--- config.mk ---
export PLATFORM = sky130hd
export DESIGN_NAME = key_loader
export DESIGN_NICKNAME = d
export VERILOG_FILES = /design/src/rtl/key_loader.sv
export SDC_FILE = /design/constraint.sdc
export NUM_CORES = 1
export LEC_CHECK = 0
export CELL_PAD_IN_SITES_DETAIL_PLACEMENT = 1
export CELL_PAD_IN_SITES_GLOBAL_PLACEMENT = 1
export CORE_MARGIN = 2
export CORE_UTILIZATION = 39
export CTS_CLUSTER_DIAMETER = 200
export CTS_CLUSTER_SIZE = 30
export DETAILED_ROUTE_END_ITERATION = 7
export GPL_TIMING_DRIVEN = 0
export PLACE_DENSITY_LB_ADDON = 0.1
export SYNTH_ARGS = -nofsm -noshare
export SYNTH_HDL_FRONTEND = slang
export SYNTH_SLANG_ARGS = --single-unit
export TNS_END_PERCENT = 30
--- constraint.sdc ---
create_clock -name clk -period 2.1 [get_ports clk]
set_clock_uncertainty 0.05 [all_clocks]
set_input_delay 0.21 -clock clk [delete_from_list [all_inputs] [get_ports clk]]
set_output_delay 0.21 -clock clk [all_outputs]
set_load 0.02 [all_outputs]
--- src/rtl/key_loader.sv ---
// key_loader: serial key loader for a logic-locked netlist.
//
// Shifts KEY_WIDTH key bits in LSB-first, then one even-parity bit. The
// shadow register is checked against the parity bit in a one-cycle CHECK
// state. The key output is updated only on a successful check, so a
// partially loaded key never reaches the locked netlist.
//
// Ports:
//   clk        - single clock, rising edge
//   rst_n      - asynchronous active-low reset
//   load_start - one-cycle request to begin a load (from IDLE/DONE/ERROR)
//   load_abort - cancel any load and return to IDLE (highest priority)
//   sdi        - serial key/parity bit
//   sdi_valid  - sdi holds a valid bit this cycle
//   sdi_ready  - loader accepts a bit this cycle (SHIFT only)
//   key        - key vector to the locked netlist
//   key_valid  - key holds a parity-checked value
//   busy       - load in progress (SHIFT or CHECK)
//   err        - last load failed its parity check
module key_loader #(
    parameter int unsigned KEY_WIDTH = 2
) (
    input  logic                 clk,
    input  logic                 rst_n,
    input  logic                 load_start,
    input  logic                 load_abort,
    input  logic                 sdi,
    input  logic                 sdi_valid,
    output logic                 sdi_ready,
    output logic [KEY_WIDTH-1:0] key,
    output logic                 key_valid,
    output logic                 busy,
    output logic                 err
);

    localparam int unsigned CNT_W = $clog2(KEY_WIDTH + 1);

    typedef enum logic [2:0] {
        StIdle,
        StShift,
        StCheck,
        StDone,
        StError
    } state_e;

    state_e               state_q, state_d;
    logic [KEY_WIDTH-1:0] shadow_q, shadow_d;
    logic [CNT_W-1:0]     cnt_q, cnt_d;
    logic                 parity_q, parity_d;
    logic [KEY_WIDTH-1:0] key_q, key_d;
    logic                 key_valid_q, key_valid_d;
    logic                 err_q, err_d;
    logic                 xfer;

    always_ff @(posedge clk or negedge rst_n) begin
        if (!rst_n) begin
            state_q     <= StIdle;
            shadow_q    <= '0;
            cnt_q       <= '0;
            parity_q    <= 1'b0;
            key_q       <= '0;
            key_valid_q <= 1'b0;
            err_q       <= 1'b0;
        end else begin
            state_q     <= state_d;
            shadow_q    <= shadow_d;
            cnt_q       <= cnt_d;
            parity_q    <= parity_d;
            key_q       <= key_d;
            key_valid_q <= key_valid_d;
            err_q       <= err_d;
        end
    end

    always_comb begin
        state_d     = state_q;
        shadow_d    = shadow_q;
        cnt_d       = cnt_q;
        parity_d    = parity_q;
        key_d       = key_q;
        key_valid_d = key_valid_q;
        err_d       = err_q;
        xfer        = sdi_valid && (state_q == StShift);

        if (load_abort) begin
            state_d     = StIdle;
            shadow_d    = '0;
            cnt_d       = '0;
            parity_d    = 1'b0;
            key_d       = '0;
            key_valid_d = 1'b0;
            err_d       = 1'b0;
        end else begin
            unique case (state_q)
                StIdle, StDone, StError: begin
                    if (load_start) begin
                        state_d     = StShift;
                        shadow_d    = '0;
                        cnt_d       = '0;
                        parity_d    = 1'b0;
                        key_d       = '0;
                        key_valid_d = 1'b0;
                        err_d       = 1'b0;
                    end
                end
                StShift: begin
                    if (xfer) begin
                        if (cnt_q == CNT_W'(KEY_WIDTH)) begin
                            // Counter parks at KEY_WIDTH; this transfer is the parity bit.
                            parity_d = sdi;
                            state_d  = StCheck;
                        end else begin
                            for (int i = 0; i < KEY_WIDTH; i++) begin
                                if (cnt_q == CNT_W'(i)) begin
                                    shadow_d[i] = sdi;
                                end
                            end
                            cnt_d = cnt_q + CNT_W'(1);
                        end
                    end
                end
                StCheck: begin
                    // Even parity: XOR over key bits must equal the parity bit.
                    if ((^shadow_q) == parity_q) begin
                        state_d     = StDone;
                        key_d       = shadow_q;
                        key_valid_d = 1'b1;
                    end else begin
                        state_d     = StError;
                        key_d       = '0;
                        key_valid_d = 1'b0;
                        err_d       = 1'b1;
                    end
                end
                default: state_d = StIdle;
            endcase
        end
    end

    assign sdi_ready = (state_q == StShift);
    assign busy      = (state_q == StShift) || (state_q == StCheck);
    assign key       = key_q;
    assign key_valid = key_valid_q;
    assign err       = err_q;

endmodule

* Word-level counts from Yosys, hierarchy flattened
Index checks and enable logic that the tools add are counted.
Widths: inputs -> output; s select.
** Operators by class
- Mux-type cells :: 31
- Eq/ne operators :: 14
- Reductions and logical operators :: 15
- Add/subtract/negate cells :: 1
** Operator list (number)
- $mux 2 :: 9
- $mux 3 :: 5
- $ne 3x2->1 const B :: 4
- $pmux 2 s2 :: 3
- $mux 1 :: 10
- $reduce_and 5->1 :: 2
- $ne 3x3->1 const B :: 3
- $pmux 3 s3 :: 1
- $reduce_and 4->1 :: 2
- $eq 3x2->1 const B :: 2
- $pmux 1 s2 :: 3
- $reduce_and 3->1 :: 2
- $reduce_bool 3->1 :: 2
- $eq 3x1->1 const B :: 1
- $eq 3x3->1 const B :: 1
- $logic_not 3->1 :: 1
- $reduce_or 3->1 :: 1
- $add 2x1->2 const B :: 1
- $eq 2x1->1 const B :: 1
- $eq 2x2->1 const B :: 1
- $logic_not 2->1 :: 1
- $reduce_and 2->1 :: 1
- $reduce_xor 2->1 :: 1
- $eq 1x1->1 :: 1
- other kinds (2) :: 2
** Word-level totals
- Bits in registers :: 12
- Input bits :: 6
- Logic and storage cells :: 69

* Logic depth before layout (Yosys ltp)
Gate-level depths: netlist of the first run.
- Depth in word-level cells :: 6
- Depth in mapped cells :: 6
- Gate-level depth less buffers :: 6

* Worst setup path after synthesis of the first run
Ideal clock, no wire load.
- Kind :: flip-flop to flip-flop
- From :: reg cnt_q[0]
- To :: reg shadow_q[0]
- Stages on the path, launching flop included :: 7
- Buffers on the path :: 0
- Slack :: 517 ps
- Setup time :: 138 ps
- Arrival time :: 1395 ps
- Cell sequence :: dfrtp_1 > inv_1 > ha_1 > nand2b_1 > o311a_1 > o21ai_0 > a21oi_1
** Between the ends
- Longest elaborated chain between the ends :: 3
- Elaborated cells on any way between the ends :: 5
** RTL lines
- from (decl) :: RTL line 48 : logic [CNT_W-1:0] cnt_q, cnt_d;
- from (signal assigned) :: RTL line 67 : cnt_q <= cnt_d;
- $eq 2x2->1 / $logic_not 2->1 (equally long branches) :: RTL line 108, 114
- $ne 3x3->1 (no line) / $ne 3x2->1 (equally long branches)
- $reduce_and 5->1 (no line) (*)
- to (signal assigned) :: RTL line 66 : shadow_q <= shadow_d;
- to (decl) :: RTL line 47 : logic [KEY_WIDTH-1:0] shadow_q, shadow_d;
Mark *: on every way between the ends. The rest lies on a longest branch, timed or not.
A chain may end at the register's enable or synchronous reset.

* Worst setup path after layout of the first run
- From :: reg state_q[0]
- To :: out busy
** Between the ends
- Longest elaborated chain between the ends :: 2
- Elaborated cells on any way between the ends :: 3
** RTL lines
- from (decl) :: RTL line 46 : state_e state_q, state_d;
- from (signal assigned) :: RTL line 57 : state_q <= StIdle;
- from (signal assigned) :: RTL line 65 : state_q <= state_d;
- $eq 3x1->1 / $eq 3x2->1 (equally long branches) :: RTL line 141 : assign busy = (state_q == StShift) || (state_q == StCheck);
- $logic_or 1x1->1 (*) :: RTL line 141
- to (decl) :: RTL line 32 : output logic busy,
Marks and branches as above.

==> impl_metrics.ini, run 1 <==
[setup_path]
path_cells = buf_2 -> xnor2_1 -> nor2_1 -> clkdlybuf4s50_1
worst_ep_arrival_time_ns = 1.71
worst-path-max-fanout = 10
end_kind = output port
crit_type = reg2out
required_ns = 1.84
crit_path_top_delay_cell = clkdlybuf4s50_1
start_kind = register
cpPeakStageDelay_ns = 0.61

[clock_tree]
clk_pin_slew_ns = 0.08
cts_tree = built
htreeDepth = 1
cts_setup_buffers = 0
insertion_delay_ns = 0.27
clockBufferDepth = 2
cts_root_buf = clkbuf_4
numCtsBuffers = 3
cts.sinks = 12

[synthesis]
synthArstFlopShare = 1.000
synthFlopType = dfrtp_1
syn_avg_cell_area_um2 = 9.865
synth-edff-count = 0
syn_inst = 78
ys_types = 37
netlist_area_um2 = 769.5
yosys_warnings = 0
ys_seq_area_frac = 0.3902
syn_nets = 87
synth.ff_latch_count = 12

[sta]
whs_ns = 0.2544
slew_violations = 0
relSlewSlack = 0.6080
post-route-min-period_ns = 1.971
max_freq_ghz = 0.5074
tightest_slew_ns = 0.5861
setup_violations = 0
fin_setup_tns_ns = 0
rsz0062_at_grt = false
period_share = 0.9385
finalHoldViolCount = 0

[power_and_ir_drop]
combinationalPowerShare = 0.299
p_int_mw = 0.4336
vdd.ir_drop.worst_mv = 0.3119
swShare = 0.3145
power_frac_seq = 0.403
pwr-share-clk = 0.298
p_leak_nw = 0.4368
pwr_density_cell_nw_per_um2 = 669.5
power.switching_mw = 0.1989

[drt]
vias_per_cell = 5.275
wl_um = 1713
drt-pass1-iter-count = 4
detail-route-antenna-nets = 0
post-route-drc-count = 0
drtIter0Drc = 10
num_vias = 633
avgRoutedWirePerCell_um = 14.28

[die]
fp.dieArea_um2 = 2345
io_pins = 12
fp.dieH_um = 48.42
start_util = 0.4046
core_region_area_um2 = 1902
rows = 16
die-width_um = 48.42

[layout]
final_layout_size_suffix_gt1_frac = 0.1505
nFillCells = 223
layout_commonest_cell = dfrtp_1
area_delta_synth_final_pct = 22.76
final_cells = 120
diodes = 0
layout.cells.most_common_list = 12 x dfrtp_1, 10 x clkdlybuf4s50_1, 7 x inv_1
final_nets = 103

[placed_design]
io_buffers = 11
dp.cells = 116
dp_hpwl_um = 1285
gp_congestion = 0.8081

[global_routing]
grt_max_degree = 13
track_usage = 0.1714
grt_pass1_vias = 681
antenna_found_initial = 0
grt_overflow_total = 0
grt_pass1_wl_um = 3098

[min_path]
hold_class = in2async

[outcome]
status = complete, no violations

[job]
maxCapViolCount = 0
logic make-up after synthesis:
logic type / Yosys count / share of synthesized area
AOI/OAI and AO/OA: 21 / 0.2049
adders and majority gates: 3 / 0.04879
buffers and inverters: 12 / 0.07317
and+or+nand+nor: 24 / 0.2098
DFF: 12 / 0.3902
muxes: 2 / 0.02764
xor gates and xnor gates: 4 / 0.04554
registers in the layout, indices dropped and copies added (netlist names):
name	count
cnt_q	2
key	2
parity_q	1
key_valid	1
shadow_q	2
state_q	3
err	1
path summary, 6_finish.rpt:
check | start | to | slack (ns) | depth (start not counted)
worst max register to register | cnt_q[0] | shadow_q[0] | 0.33 | 6
min in group clk | key_valid | key_valid | 0.43 | 1
worst min-delay path | rst_n | state_q[0] | 0.25 | 1
worst max-delay path | state_q[0] | busy | 0.13 | 4
worst min register to register | key_valid | key_valid | 0.43 | 1
max in group asynchronous | rst_n | parity_q | 1.36 | 1
power groups by stage:
stage	Sequential (mW)	Combinational [mW]	Clock [mW]
after floorplan	0.262	0.126	0
after global placement	0.259	0.190	0
after detailed placement	0.260	0.193	0
after CTS	0.256	0.192	0.197
after global routing	0.258	0.210	0.205
final	0.255	0.189	0.188
cells in the mapped netlist (2+ instances only):
cell type / instances / area (um^2)
a22o_1: 3 / 26.28
a211oi_1: 2 / 15.01
nand2b_1: 2 / 12.51
o21ai_0: 4 / 20.02
nand2_1: 4 / 15.01
or3b_1: 2 / 17.52
o311a_1: 2 / 20.02
dfrtp_1: 12 / 300.3
ha_1: 3 / 37.54
xnor2_1: 3 / 26.28
a21oi_1: 2 / 10.01
nor2_1: 5 / 18.77
inv_1: 7 / 26.28
nand3_1: 2 / 10.01
buf_2: 3 / 15.01
area by class of cell:
cell class | count | area, um^2 | area share
multi-input combinational | 54 | 412.9 | 0.4371
sequential | 12 | 300.3 | 0.3179
timing repair buffer | 11 | 105.1 | 0.1113
clock buffer | 4 | 36.28 | 0.03841
tap | 27 | 33.78 | 0.03576
buffer | 5 | 30.03 | 0.03179
inverter | 7 | 26.28 | 0.02781
critical path: cells and delay by family (launching register included):
family | cells | cell delay (ns)
buffers and inverters | 2 | 0.81
DFF | 1 | 0.41
xor gates and xnor gates | 1 | 0.14
and+or+nand+nor | 1 | 0.08
repair_timing:
action | in CTS | in global routing
resized for setup | 1 | 2
cloned | 0 | 0
hold buffers | 0 | 0
endpoints found under the setup margin | 1 | 1
per-layer routing:
metal | share of wire | up-vias | global-route usage | wire [um]
met5 | 0 | - | 0 | 0
met4 | 0.022 | 0 | 0.09048 | 38
met3 | 0.020 | 4 | 0.02160 | 34
met2 | 0.46 | 10 | 0.2662 | 791
met1 | 0.50 | 312 | 0.2346 | 848
li1 | - | 307 | - | -
per-stage QoR:
step	area (um^2)	total power, mW	util	worst slack, ns
6_report	944.7	0.6324	0.4967	0.1292
3_3_place_gp	913.4	0.4493	0.4803	0.04801
2_1_floorplan	769.5	0.3883	-	0.5170
3_5_place_dp	913.4	0.4529	0.4803	0.07198
5_1_grt	944.7	0.6730	0.4967	0.02600
4_1_cts	948.4	0.6439	0.4987	0.02662
No activity file was read; power rests on OpenSTA's default activity.
==> run 2, diff against run 1 <==
Settings changed: ABC_CLOCK_PERIOD_IN_PS set to 2100.
==> results of run 2 <==
Final layout, timing and power as in run 1 (identical DEF).
==> run 3, diff against run 2 <==
Settings changed: CAP_MARGIN set to 20, GPL_ROUTABILITY_DRIVEN set to 0.
==> results of run 3 <==
Final layout, timing and power as in run 1 (identical DEF).
